<file path="src/rtl/video_pkg.sv">
// Shared raster timing description and sync-window helpers for the video timing generators.
package video_pkg;

  typedef struct packed {
    int h_active;
    int h_fp;
    int h_sync;
    int h_bp;
    int v_active;
    int v_fp;
    int v_sync;
    int v_bp;
  } timing_t;

  localparam timing_t TIMING_720P = '{
    h_active: 1280, h_fp: 110, h_sync: 40, h_bp: 220,
    v_active: 720,  v_fp: 5,   v_sync: 5,  v_bp: 20
  };

  function automatic int h_total(timing_t t);
    return t.h_active + t.h_fp + t.h_sync + t.h_bp;
  endfunction

  function automatic int v_total(timing_t t);
    return t.v_active + t.v_fp + t.v_sync + t.v_bp;
  endfunction

  // First pixel of the horizontal sync window
  function automatic int hs_start(timing_t t);
    return t.h_active + t.h_fp;
  endfunction

  // First pixel after the horizontal sync window
  function automatic int hs_end(timing_t t);
    return t.h_active + t.h_fp + t.h_sync;
  endfunction

  // First line of the vertical sync window
  function automatic int vs_start(timing_t t);
    return t.v_active + t.v_fp;
  endfunction

  // First line after the vertical sync window
  function automatic int vs_end(timing_t t);
    return t.v_active + t.v_fp + t.v_sync;
  endfunction

endpackage

</file>
<file path="src/rtl/video_delay_pipe.sv">
// Clearable register chain used to align all timing outputs with downstream pixel latency.
module video_delay_pipe #(
  parameter int               WIDTH   = 8,
  parameter int               DELAY   = 0,
  parameter logic [WIDTH-1:0] RST_VAL = '0
) (
  input  logic             clk,
  input  logic             rst,
  input  logic [WIDTH-1:0] din,
  output logic [WIDTH-1:0] dout
);

  if (DELAY == 0) begin : g_wire
    logic unused_ctrl;
    assign unused_ctrl = ^{clk, rst};
    assign dout = din;
  end else begin : g_regs
    logic [WIDTH-1:0] stage_p [DELAY];

    // Shift the packed word one stage per clock; reset loads every stage with the idle word
    always_ff @(posedge clk) begin
      if (rst) begin
        for (int i = 0; i < DELAY; i++) stage_p[i] <= RST_VAL;
      end else begin
        stage_p[0] <= din;
        for (int i = 1; i < DELAY; i++) stage_p[i] <= stage_p[i-1];
      end
    end

    assign dout = stage_p[DELAY-1];
  end

endmodule

</file>
<file path="src/rtl/video_timing_gen_p.sv">
// Parametrised raster timing generator: counters, registered decode, aligned output pipe.
module video_timing_gen_p
  import video_pkg::*;
#(
  parameter int H_ACTIVE = TIMING_720P.h_active,
  parameter int H_FP     = TIMING_720P.h_fp,
  parameter int H_SYNC   = TIMING_720P.h_sync,
  parameter int H_BP     = TIMING_720P.h_bp,
  parameter int V_ACTIVE = TIMING_720P.v_active,
  parameter int V_FP     = TIMING_720P.v_fp,
  parameter int V_SYNC   = TIMING_720P.v_sync,
  parameter int V_BP     = TIMING_720P.v_bp,
  parameter bit SYNC_POL = 1'b1,
  parameter int FC_WRAP  = 60,
  parameter int DELAY    = 0,
  localparam int H_TOTAL = H_ACTIVE + H_FP + H_SYNC + H_BP,
  localparam int V_TOTAL = V_ACTIVE + V_FP + V_SYNC + V_BP,
  localparam int HW      = $clog2(H_TOTAL),
  localparam int VW      = $clog2(V_TOTAL),
  localparam int FW      = $clog2(FC_WRAP)
) (
  input  logic          clk_pixel_in,
  input  logic          rst_in,
  output logic [HW-1:0] hcount_out,
  output logic [VW-1:0] vcount_out,
  output logic          hs_out,
  output logic          vs_out,
  output logic          ad_out,
  output logic          ls_out,
  output logic          nf_out,
  output logic [FW-1:0] fc_out
);

  localparam timing_t TM = '{H_ACTIVE, H_FP, H_SYNC, H_BP, V_ACTIVE, V_FP, V_SYNC, V_BP};

  // Every boundary is below H_TOTAL/V_TOTAL because each porch is at least one unit wide
  localparam logic [HW-1:0] H_LAST  = HW'(H_TOTAL - 1);
  localparam logic [HW-1:0] H_ACT_W = HW'(H_ACTIVE);
  localparam logic [HW-1:0] HS_LO   = HW'(hs_start(TM));
  localparam logic [HW-1:0] HS_HI   = HW'(hs_end(TM));
  localparam logic [VW-1:0] V_LAST  = VW'(V_TOTAL - 1);
  localparam logic [VW-1:0] V_ACT_W = VW'(V_ACTIVE);
  localparam logic [VW-1:0] VS_LO   = VW'(vs_start(TM));
  localparam logic [VW-1:0] VS_HI   = VW'(vs_end(TM));
  localparam logic [FW-1:0] FC_LAST = FW'(FC_WRAP - 1);

  localparam int PW = HW + VW + 5 + FW;
  localparam logic [PW-1:0] RST_WORD =
    {{HW{1'b0}}, {VW{1'b0}}, ~SYNC_POL, ~SYNC_POL, 3'b000, {FW{1'b0}}};

  if (H_FP < 1 || H_SYNC < 1 || H_BP < 1 || V_FP < 1 || V_SYNC < 1 || V_BP < 1)
    begin : g_err_porch
    $error("video_timing_gen_p: porch and sync widths must be at least 1");
  end
  if (FC_WRAP < 2) begin : g_err_fc
    $error("video_timing_gen_p: FC_WRAP must be at least 2");
  end
  if (DELAY < 0 || DELAY > 16) begin : g_err_delay
    $error("video_timing_gen_p: DELAY must be within 0..16");
  end

  logic [HW-1:0] h_p0;
  logic [VW-1:0] v_p0;

  // Stage p0: free-running raster counters, v advances on every h wrap
  always_ff @(posedge clk_pixel_in) begin
    if (rst_in) begin
      h_p0 <= '0;
      v_p0 <= '0;
    end else if (h_p0 == H_LAST) begin
      h_p0 <= '0;
      v_p0 <= (v_p0 == V_LAST) ? '0 : v_p0 + 1'b1;
    end else begin
      h_p0 <= h_p0 + 1'b1;
    end
  end

  logic hs_act, vs_act, ad_c, ls_c, nf_c;
  assign hs_act = (h_p0 >= HS_LO) && (h_p0 < HS_HI);
  assign vs_act = (v_p0 >= VS_LO) && (v_p0 < VS_HI);
  assign ad_c   = (h_p0 < H_ACT_W) && (v_p0 < V_ACT_W);
  assign ls_c   = (h_p0 == '0);
  assign nf_c   = (h_p0 == H_ACT_W) && (v_p0 == V_ACT_W);

  logic [HW-1:0] hcount_p1;
  logic [VW-1:0] vcount_p1;
  logic          hs_p1, vs_p1, ad_p1, ls_p1, nf_p1;
  logic [FW-1:0] fc_p1;

  // Stage p1: registered decode; the frame count steps in the same sample that carries nf
  always_ff @(posedge clk_pixel_in) begin
    if (rst_in) begin
      hcount_p1 <= '0;
      vcount_p1 <= '0;
      hs_p1     <= ~SYNC_POL;
      vs_p1     <= ~SYNC_POL;
      ad_p1     <= 1'b0;
      ls_p1     <= 1'b0;
      nf_p1     <= 1'b0;
      fc_p1     <= '0;
    end else begin
      hcount_p1 <= h_p0;
      vcount_p1 <= v_p0;
      hs_p1     <= hs_act ? SYNC_POL : ~SYNC_POL;
      vs_p1     <= vs_act ? SYNC_POL : ~SYNC_POL;
      ad_p1     <= ad_c;
      ls_p1     <= ls_c;
      nf_p1     <= nf_c;
      if (nf_c) fc_p1 <= (fc_p1 == FC_LAST) ? '0 : fc_p1 + 1'b1;
    end
  end

  logic [PW-1:0] word_p1, word_out;
  assign word_p1 = {hcount_p1, vcount_p1, hs_p1, vs_p1, ad_p1, ls_p1, nf_p1, fc_p1};

  video_delay_pipe #(
    .WIDTH  (PW),
    .DELAY  (DELAY),
    .RST_VAL(RST_WORD)
  ) u_pipe (
    .clk (clk_pixel_in),
    .rst (rst_in),
    .din (word_p1),
    .dout(word_out)
  );

  assign {hcount_out, vcount_out, hs_out, vs_out, ad_out, ls_out, nf_out, fc_out} = word_out;

endmodule

</file>
<file path="config.mk">
export PLATFORM = sky130hd
export DESIGN_NAME = video_timing_gen_p
export DESIGN_NICKNAME = d
export VERILOG_FILES = /design/src/rtl/video_pkg.sv /design/src/rtl/video_delay_pipe.sv /design/src/rtl/video_timing_gen_p.sv
export SDC_FILE = /design/constraint.sdc
export NUM_CORES = 1
export LEC_CHECK = 0
export ABC_CLOCK_PERIOD_IN_PS = 2250
export CORE_ASPECT_RATIO = 1.25
export CORE_MARGIN = 5
export CORE_UTILIZATION = 50
export CTS_BUF_LIST = sky130_fd_sc_hd__clkbuf_8
export DETAILED_ROUTE_END_ITERATION = 8
export PLACE_DENSITY = 0.86
export SLEW_MARGIN = 20
export SYNTH_ARGS = -nofsm -noshare
export SYNTH_HDL_FRONTEND = slang
export SYNTH_SLANG_ARGS = --single-unit
</file>
<file path="constraint.sdc">
create_clock -name clk_pixel_in -period 2.25 [get_ports clk_pixel_in]
set_clock_uncertainty 0.05 [all_clocks]
set_input_delay 0.45 -clock clk_pixel_in [delete_from_list [all_inputs] [get_ports clk_pixel_in]]
set_output_delay 0.45 -clock clk_pixel_in [all_outputs]
set_load 0.05 [all_outputs]
</file>
==> key figures, run 1 <==
Timing
  – Final setup viols: 0
  – RSZ-0062 raised after global routing: no
  – Worst Max-Slew Pin Slew: 531 ps
  – Relative slew slack: 64.5%
  – Slew Limit Fails: 0
  – Fmax achieved: 466 MHz
  – Minimum clock period: 2140 ps
  – Post-route clock period utilization: 95.3%
  – Fin Setup TNS: 0 ps
  – Final Hold Vio Count: 0
  – Worst hold slack: 477 ps

Critical path
  – Crit path buffers/inverters: 0
  – Startpoint type of the worst setup path: register
  – CP Cell Sequence: or3_4 -> or4_4 -> or4_1 -> o21ai_0
  – Max FO, Critical Path: 9
  – CP required: 2420 ps
  – Slowest stage delay, CP: 570 ps
  – CP max stage cell: or4_4
  – Critical Path AT: 2310 ps
  – Critical Path Sink Type: register
  – CP delay by family, top: simple AND/OR/NAND/NOR gates
  – Setup CP Type: reg -> reg

Clock tree
  – Worst-skew pair later-pin latency: 300 ps
  – Num CTS Buffers: 5
  – Post-CTS Setup Repair Bufs: 0
  – # H-tree levels: 2
  – Register clock-pin slew on the reported worst setup and hold paths: 90 ps
  – Post-CTS Resized: 0
  – TritonCTS clock tree: yes
  – Clk sinks: 53
  – Root Driver: clkbuf_8
  – Maximum clock path buffer count: 2
  – Hold-fix buffers at CTS: 0

Yosys
  – Number of synthesized register bits: 53
  – Post-Synthesis Cells: 247
  – Synthesized area: 2260 µm²
  – Synth Warn #: 0
  – Post-Syn Area per Cell: 9.13 µm²
  – Mapped Nets: 257
  – Seq/Total Area, Yosys: 47.0%
  – Count of cell types in the netlist: 40

Global route
  – Number of global-route vias before repair: 1808
  – Largest net degree at the start of global routing: 16
  – Global-route wire length before repair: 8080 µm
  – Initial antenna violation count: 0
  – GRT Total Usage: 16.6%
  – GRT overflow: 0

Floorplanning
  – Die Area: 5960 µm²
  – Boundary pin count: 34
  – Floorplan core area: 4390 µm²
  – Row count: 27
  – Die height: 85.1 µm
  – Die width: 70.1 µm
  – Starting density of the core: 51.4%

Power and ir drop
  – Logic pwr share: 5.3%
  – Pint: 1.22 mW
  – Worst vdd ir: 699 µV
  – Clock share of power: 33.7%
  – Total power: 1.57 mW
  – P_leak: 1.00 nW
  – Sequential power share: 61.0%
  – P_sw: 0.351 mW
  – PwrDens: 574 nW/µm²
  – Sw Ratio: 22.3%

Job
  – Max cap viols: 0

Place
  – Placed insts: 333
  – DP Wirelength: 3530 µm
  – Gp weighted congestion: 0.887
  – Count of input and output buffers: 33

Final layout
  – NumNets Final: 292
  – Area Overhead vs Synth: 21.4%
  – Share of layout cells above drive strength 1: 7.80%
  – Fin util: 62.3%
  – Final std cells w/o fill: 340
  – Fillers: 371
  – ANT cells: 0

Routing
  – First-pass DRT Iterations: 4
  – Vias: 1835
  – Antenna viol nets, final: 0
  – DR iter-0 viols: 95
  – Routed WL: 4680 µm
  – Residual DRC: 0
  – WL per Instance: 13.8 µm
  – Vias per cell: 5.40

Status
  – Outcome: completed

Worst hold path
  – Hold WC Path Type: reg -> reg
==> Yosys cell counts <==
library cell	n	area, µm²
a211o_1	1	8.76
a21oi_1	6	30.0
a311oi_1	3	26.3
a31o_2	1	8.76
a31oi_1	2	12.5
and2_1	1	6.26
and3_1	6	37.5
and4_1	3	26.3
and4b_1	2	20.0
buf_1	1	3.75
buf_6	3	33.8
clkbuf_1	9	33.8
dfxtp_1	53	1060
ha_1	8	100
inv_1	11	41.3
mux2_2	1	11.3
mux2i_1	3	30.0
nand2_1	10	37.5
nand2b_1	3	18.8
nand3_1	12	60.1
nand3b_1	1	7.51
nand4_1	5	31.3
nand4b_1	2	17.5
nor2_1	29	109
nor2b_1	16	100
nor3_1	6	30.0
nor4_1	7	43.8
nor4b_1	1	8.76
nor4bb_1	1	10.0
o211ai_1	2	15.0
o21a_1	1	7.51
o21ai_0	12	60.1
o21bai_1	1	7.51
or2_2	2	12.5
or3_1	4	25.0
or3_4	1	11.3
or4_1	2	15.0
or4_4	2	22.5
xnor2_1	9	78.8
xor2_1	4	35.0
==> metrics by stage <==
step	instance area, µm²	setup slack, ps
final	2740	106
after global routing	2740	30.8
after global placement	2650	211
after CTS	2740	109
after detailed placement	2650	139
after floorplan	2260	135
==> logic make-up after synthesis <==
logic type | share of synthesized area (%)
AO/OA/AOI/OAI | 7.82
XOR/XNOR | 5.05
adder cells (fa/ha/maj) | 4.44
buffers and inverters | 4.99
flip-flops | 47.0
multiplexers | 1.83
AND/OR/NAND/NOR | 28.8
==> layout make-up <==
class                           instances  area [µm²]  area share [%]
Clock buffer                            6        82.6            3.02
Inverter                               11        41.3            1.51
Tap cell                               58        72.6            2.65
Timing Repair Buffer                   41         390            14.3
Multi-Input combinational cell        170        1080            39.5
Sequential cell                        53        1060            38.8
Clock inverter                          1        7.51           0.274
==> layer usage <==
metal,routed length (µm),vias up,track usage (%)
met3,149,13,3.32
met4,133,0,7.14
met1,2000,863,18.9
met5,0,-,0
li1,-,923,-
met2,2400,36,29.8
==> sequential cells by signal (all words and copies together) (netlist names) <==
register	count
h_p0	11
fc_p1	6
hs_p1	1
v_p0	10
nf_p1	1
ls_p1	1
hcount_p1	11
vcount_p1	10
vs_p1	1
ad_p1	1
==> worst min-delay path, stage by stage (launching register included) <==
cell and delay [ps]:
dfxtp_1 340, o21ai_0 80, a21oi_1 60
==> power by group through the flow <==
stage,logic [mW],registers (mW),clock network (mW)
finish,0.0830,0.959,0.530
global route,0.0913,0.961,0.576
CTS,0.0835,0.959,0.538
detailed placement,0.0832,0.981,0
global placement,0.0823,0.980,0
floorplan,0.0447,0.996,0
==> cells in the final DEF, fill, tap and decap left out, types with 3 or more instances in the layout <==
master | synthesis | routed
or3_1 | 4 | 4
nand4_1 | 5 | 5
nor2b_1 | 16 | 16
clkbuf_8 | 0 | 6
and4_1 | 3 | 3
o21ai_0 | 12 | 12
xnor2_1 | 9 | 9
inv_1 | 11 | 11
a311oi_1 | 3 | 3
dfxtp_1 | 53 | 53
nand2b_1 | 3 | 3
xor2_1 | 4 | 4
and3_1 | 6 | 6
nor3_1 | 6 | 6
nor4_1 | 7 | 7
mux2i_1 | 3 | 3
clkdlybuf4s50_1 | 0 | 33
nand2_1 | 10 | 10
nand3_1 | 12 | 12
a21oi_1 | 6 | 6
nor2_1 | 29 | 29
buf_4 | 0 | 8
ha_1 | 8 | 8
==> final timing paths <==
path / slack [ps] / cells after the start / endpoint / start
worst max-delay path: 110 / 4 / fc_p1[4]$_SDFFE_PP0P_ / h_p0[3]$_SDFF_PP0_
worst min-delay path: 480 / 2 / fc_p1[1]$_SDFFE_PP0P_ / fc_p1[1]$_SDFFE_PP0P_
worst max register to register: 110 / 4 / fc_p1[4]$_SDFFE_PP0P_ / h_p0[3]$_SDFF_PP0_
worst min register to register: 480 / 2 / fc_p1[1]$_SDFFE_PP0P_ / fc_p1[1]$_SDFFE_PP0P_
Power figures use the tool's default switching activity.
==> inputs of run 2 (changes only) <==
CORE_UTILIZATION = 48   (was 50)
CTS_BUF_LIST = not set   (was sky130_fd_sc_hd__clkbuf_8)
PLACE_DENSITY = 0.83   (was 0.86)
==> run 2 against run 1 <==
Largest cell class unchanged. Worst setup slack worse by 27 ps. Hold slack improved by 11 ps. Critical path type unchanged. Die area rose by 3.6%.
==> key figures, run 2 (synthesis results as in run 1) <==
Status
  – Outcome: completed

Power and ir drop
  – P_leak: 1.02 nW (+1.3%)
  – PwrDens: 618 nW/µm² (+7.7%)
  – Pint: 1.34 mW (+9.9%)
  – Sequential power share: 55.8% (-5.2 points)
  – P_sw: 0.371 mW (+5.8%)
  – Logic pwr share: 5.3% (about the same)
  – Clock share of power: 38.9% (+5.2 points)
  – Worst vdd ir: 404 µV (-42%)
  – Sw Ratio: 21.7% (-0.65 points)

Final layout
  – Area Overhead vs Synth: 22.8%
  – Share of layout cells above drive strength 1: 8.13% (+0.33 points)
  – Final std cells w/o fill: 343 (+0.88%)
  – Fillers: 412 (+11%)
  – Commonest non-fill, non-tap cells in the layout: 53 x dfxtp_1, 33 x clkdlybuf4s50_1, 29 x nor2_1
  – ANT cells: 0 (unchanged)
  – Multi-input logic area: 1080 µm² (unchanged)
  – NumNets Final: 292 (unchanged)
  – Sequential cell area: 1060 µm² (unchanged)
  – Post-route cell area: 2770 µm² (+1.2%)
  – Largest regs: h_p0 x11, hcount_p1 x11
  – Most common cell after layout, fill and taps aside: dfxtp_1

Critical path
  – CP max stage cell: or4_4
  – Critical Path AT: 2340 ps (+30 ps)
  – Critical Path Sink Type: register
  – CP required: 2420 ps (about the same)
  – Max FO, Critical Path: 9 (unchanged)
  – Register-to-Register Path Depth: 4 (unchanged)
  – CP Cell Sequence: or3_4 -> or4_4 -> or4_1 -> o21ai_0
  – Slowest stage delay, CP: 550 ps (-20 ps)
  – CP delay by family, top: simple AND/OR/NAND/NOR gates
  – Setup CP Type: reg -> reg
  – Startpoint type of the worst setup path: register
  – Critical Path Stages: 4 (unchanged)
  – Crit path buffers/inverters: 0 (unchanged)

Clock tree
  – Root Driver: clkbuf_8
  – Post-CTS Setup Repair Bufs: 0 (unchanged)
  – TritonCTS clock tree: yes
  – Clk sinks: 53 (unchanged)
  – Register clock-pin slew on the reported worst setup and hold paths: 100 ps (about the same)
  – Worst-skew pair later-pin latency: 310 ps (about the same)
  – Num CTS Buffers: 5 (unchanged)
  – # H-tree levels: 2 (unchanged)
  – Hold-fix buffers at CTS: 0 (unchanged)
  – Post-CTS Resized: 0 (unchanged)
  – Maximum clock path buffer count: 2 (unchanged)

Timing
  – Final setup viols: 0 (unchanged)
  – RSZ-0062 raised after global routing: no
  – Fin Setup TNS: 0 ps (unchanged)
  – Post-route clock period utilization: 96.5% (+1.2 points)
  – Minimum clock period: 2170 ps (+27.1 ps)
  – Fmax achieved: 461 MHz (-1.3%)
  – Worst Max-Slew Pin Slew: 522 ps (-9.85 ps)
  – Final Hold Vio Count: 0 (unchanged)
  – Relative slew slack: 65.1% (+0.66 points)
  – Slew Limit Fails: 0 (unchanged)
  – Worst hold slack: 488 ps (+11.0 ps)

Place
  – Gp weighted congestion: 0.848 (-4.3%)
  – Placed insts: 335 (+0.60%)
  – DP Wirelength: 3330 µm (-5.5%)
  – Count of input and output buffers: 33 (unchanged)
  – DP Area: 2650 µm² (about the same)

Floorplanning
  – Die height: 86.6 µm (+1.8%)
  – Die Area: 6180 µm² (+3.6%)
  – Row count: 28 (+3.7%)
  – Boundary pin count: 34 (unchanged)
  – Die width: 71.3 µm (+1.8%)
  – Starting density of the core: 48.4% (-3.0 points)
  – Floorplan core area: 4660 µm² (+6.1%)

Routing
  – Residual DRC: 0 (unchanged)
  – Vias per cell: 5.38 (-0.28%)
  – First-pass DRT Iterations: 4 (unchanged)
  – Routed WL: 4670 µm (-0.28%)
  – DR iter-0 viols: 100 (+5.3%)
  – Vias: 1846 (+0.60%)
  – Antenna viol nets, final: 0 (unchanged)
  – WL per Instance: 13.6 µm (-1.1%)

Global route
  – Largest net degree at the start of global routing: 17 (+1)
  – Global-route wire length before repair: 7670 µm (-5.1%)
  – Number of global-route vias before repair: 1687 (-6.7%)
  – Initial antenna violation count: 0 (unchanged)
  – GRT overflow: 0 (unchanged)
  – GRT Total Usage: 15.5% (-1.1 points)

Worst hold path
  – Hold WC Path Type: reg -> reg
  – Hold path depth: 1 (-1)

Job
  – Max cap viols: 0 (unchanged)
==> run 2: changes by cell type in the layout (fill, tap and decap cells not counted), sizes merged <==
cell / previous run / this run
bufinv: 0 / 1
==> run 2: final timing paths <==
kind,startpoint,endpoint,slack [ps]
max reg2reg,h_p0[3]$_SDFF_PP0_,fc_p1[4]$_SDFFE_PP0P_,80
min reg2reg,h_p0[0]$_SDFF_PP0_,h_p0[0]$_SDFF_PP0_,490
min,h_p0[0]$_SDFF_PP0_,h_p0[0]$_SDFF_PP0_,490
max,h_p0[3]$_SDFF_PP0_,fc_p1[4]$_SDFFE_PP0P_,80
==> run 2: stage by stage <==
step	power (mW)	setup slack [ps]	utilization [%]
floorplan	1.04	135	-
CTS	1.73	87.5	59.5
global route	1.77	11.0	59.5
detailed placement	1.07	107	56.9
global placement	1.07	215	56.9
finish	1.71	79.2	59.5
==> run 2: cell type report <==
type / count / area share, %
Multi-Input combinational cell: 170 / 39.1
Sequential cell: 53 / 38.3
Timing Repair Buffer: 41 / 14.1
Clock buffer: 6 / 2.98
Tap cell: 60 / 2.71
Inverter: 11 / 1.49
Clock inverter: 2 / 1.36
==> run 2: worst register-to-register path, cell delays in order (launching register included) <==
cell and delay (ps):
dfxtp_1 380, or3_4 460, or4_4 550, or4_1 520
o21ai_0 120
==> run 2: power by group through the flow <==
stage / Clock, mW / Sequential [mW] / Combinational (mW)
floorplan: 0 / 0.996 / 0.0447
global placement: 0 / 0.978 / 0.0885
detailed placement: 0 / 0.978 / 0.0904
CTS: 0.683 / 0.956 / 0.0911
global route: 0.718 / 0.958 / 0.0983
finish: 0.667 / 0.956 / 0.0908
==> run 2: layer usage <==
metal | vias to the layer above | global-route usage (%) | routed length (µm)
li1 | 920 | - | -
met1 | 859 | 17.9 | 1950
met2 | 61 | 26.8 | 2390
met3 | 6 | 3.36 | 259
met4 | 0 | 7.52 | 74
met5 | - | 0 | 0
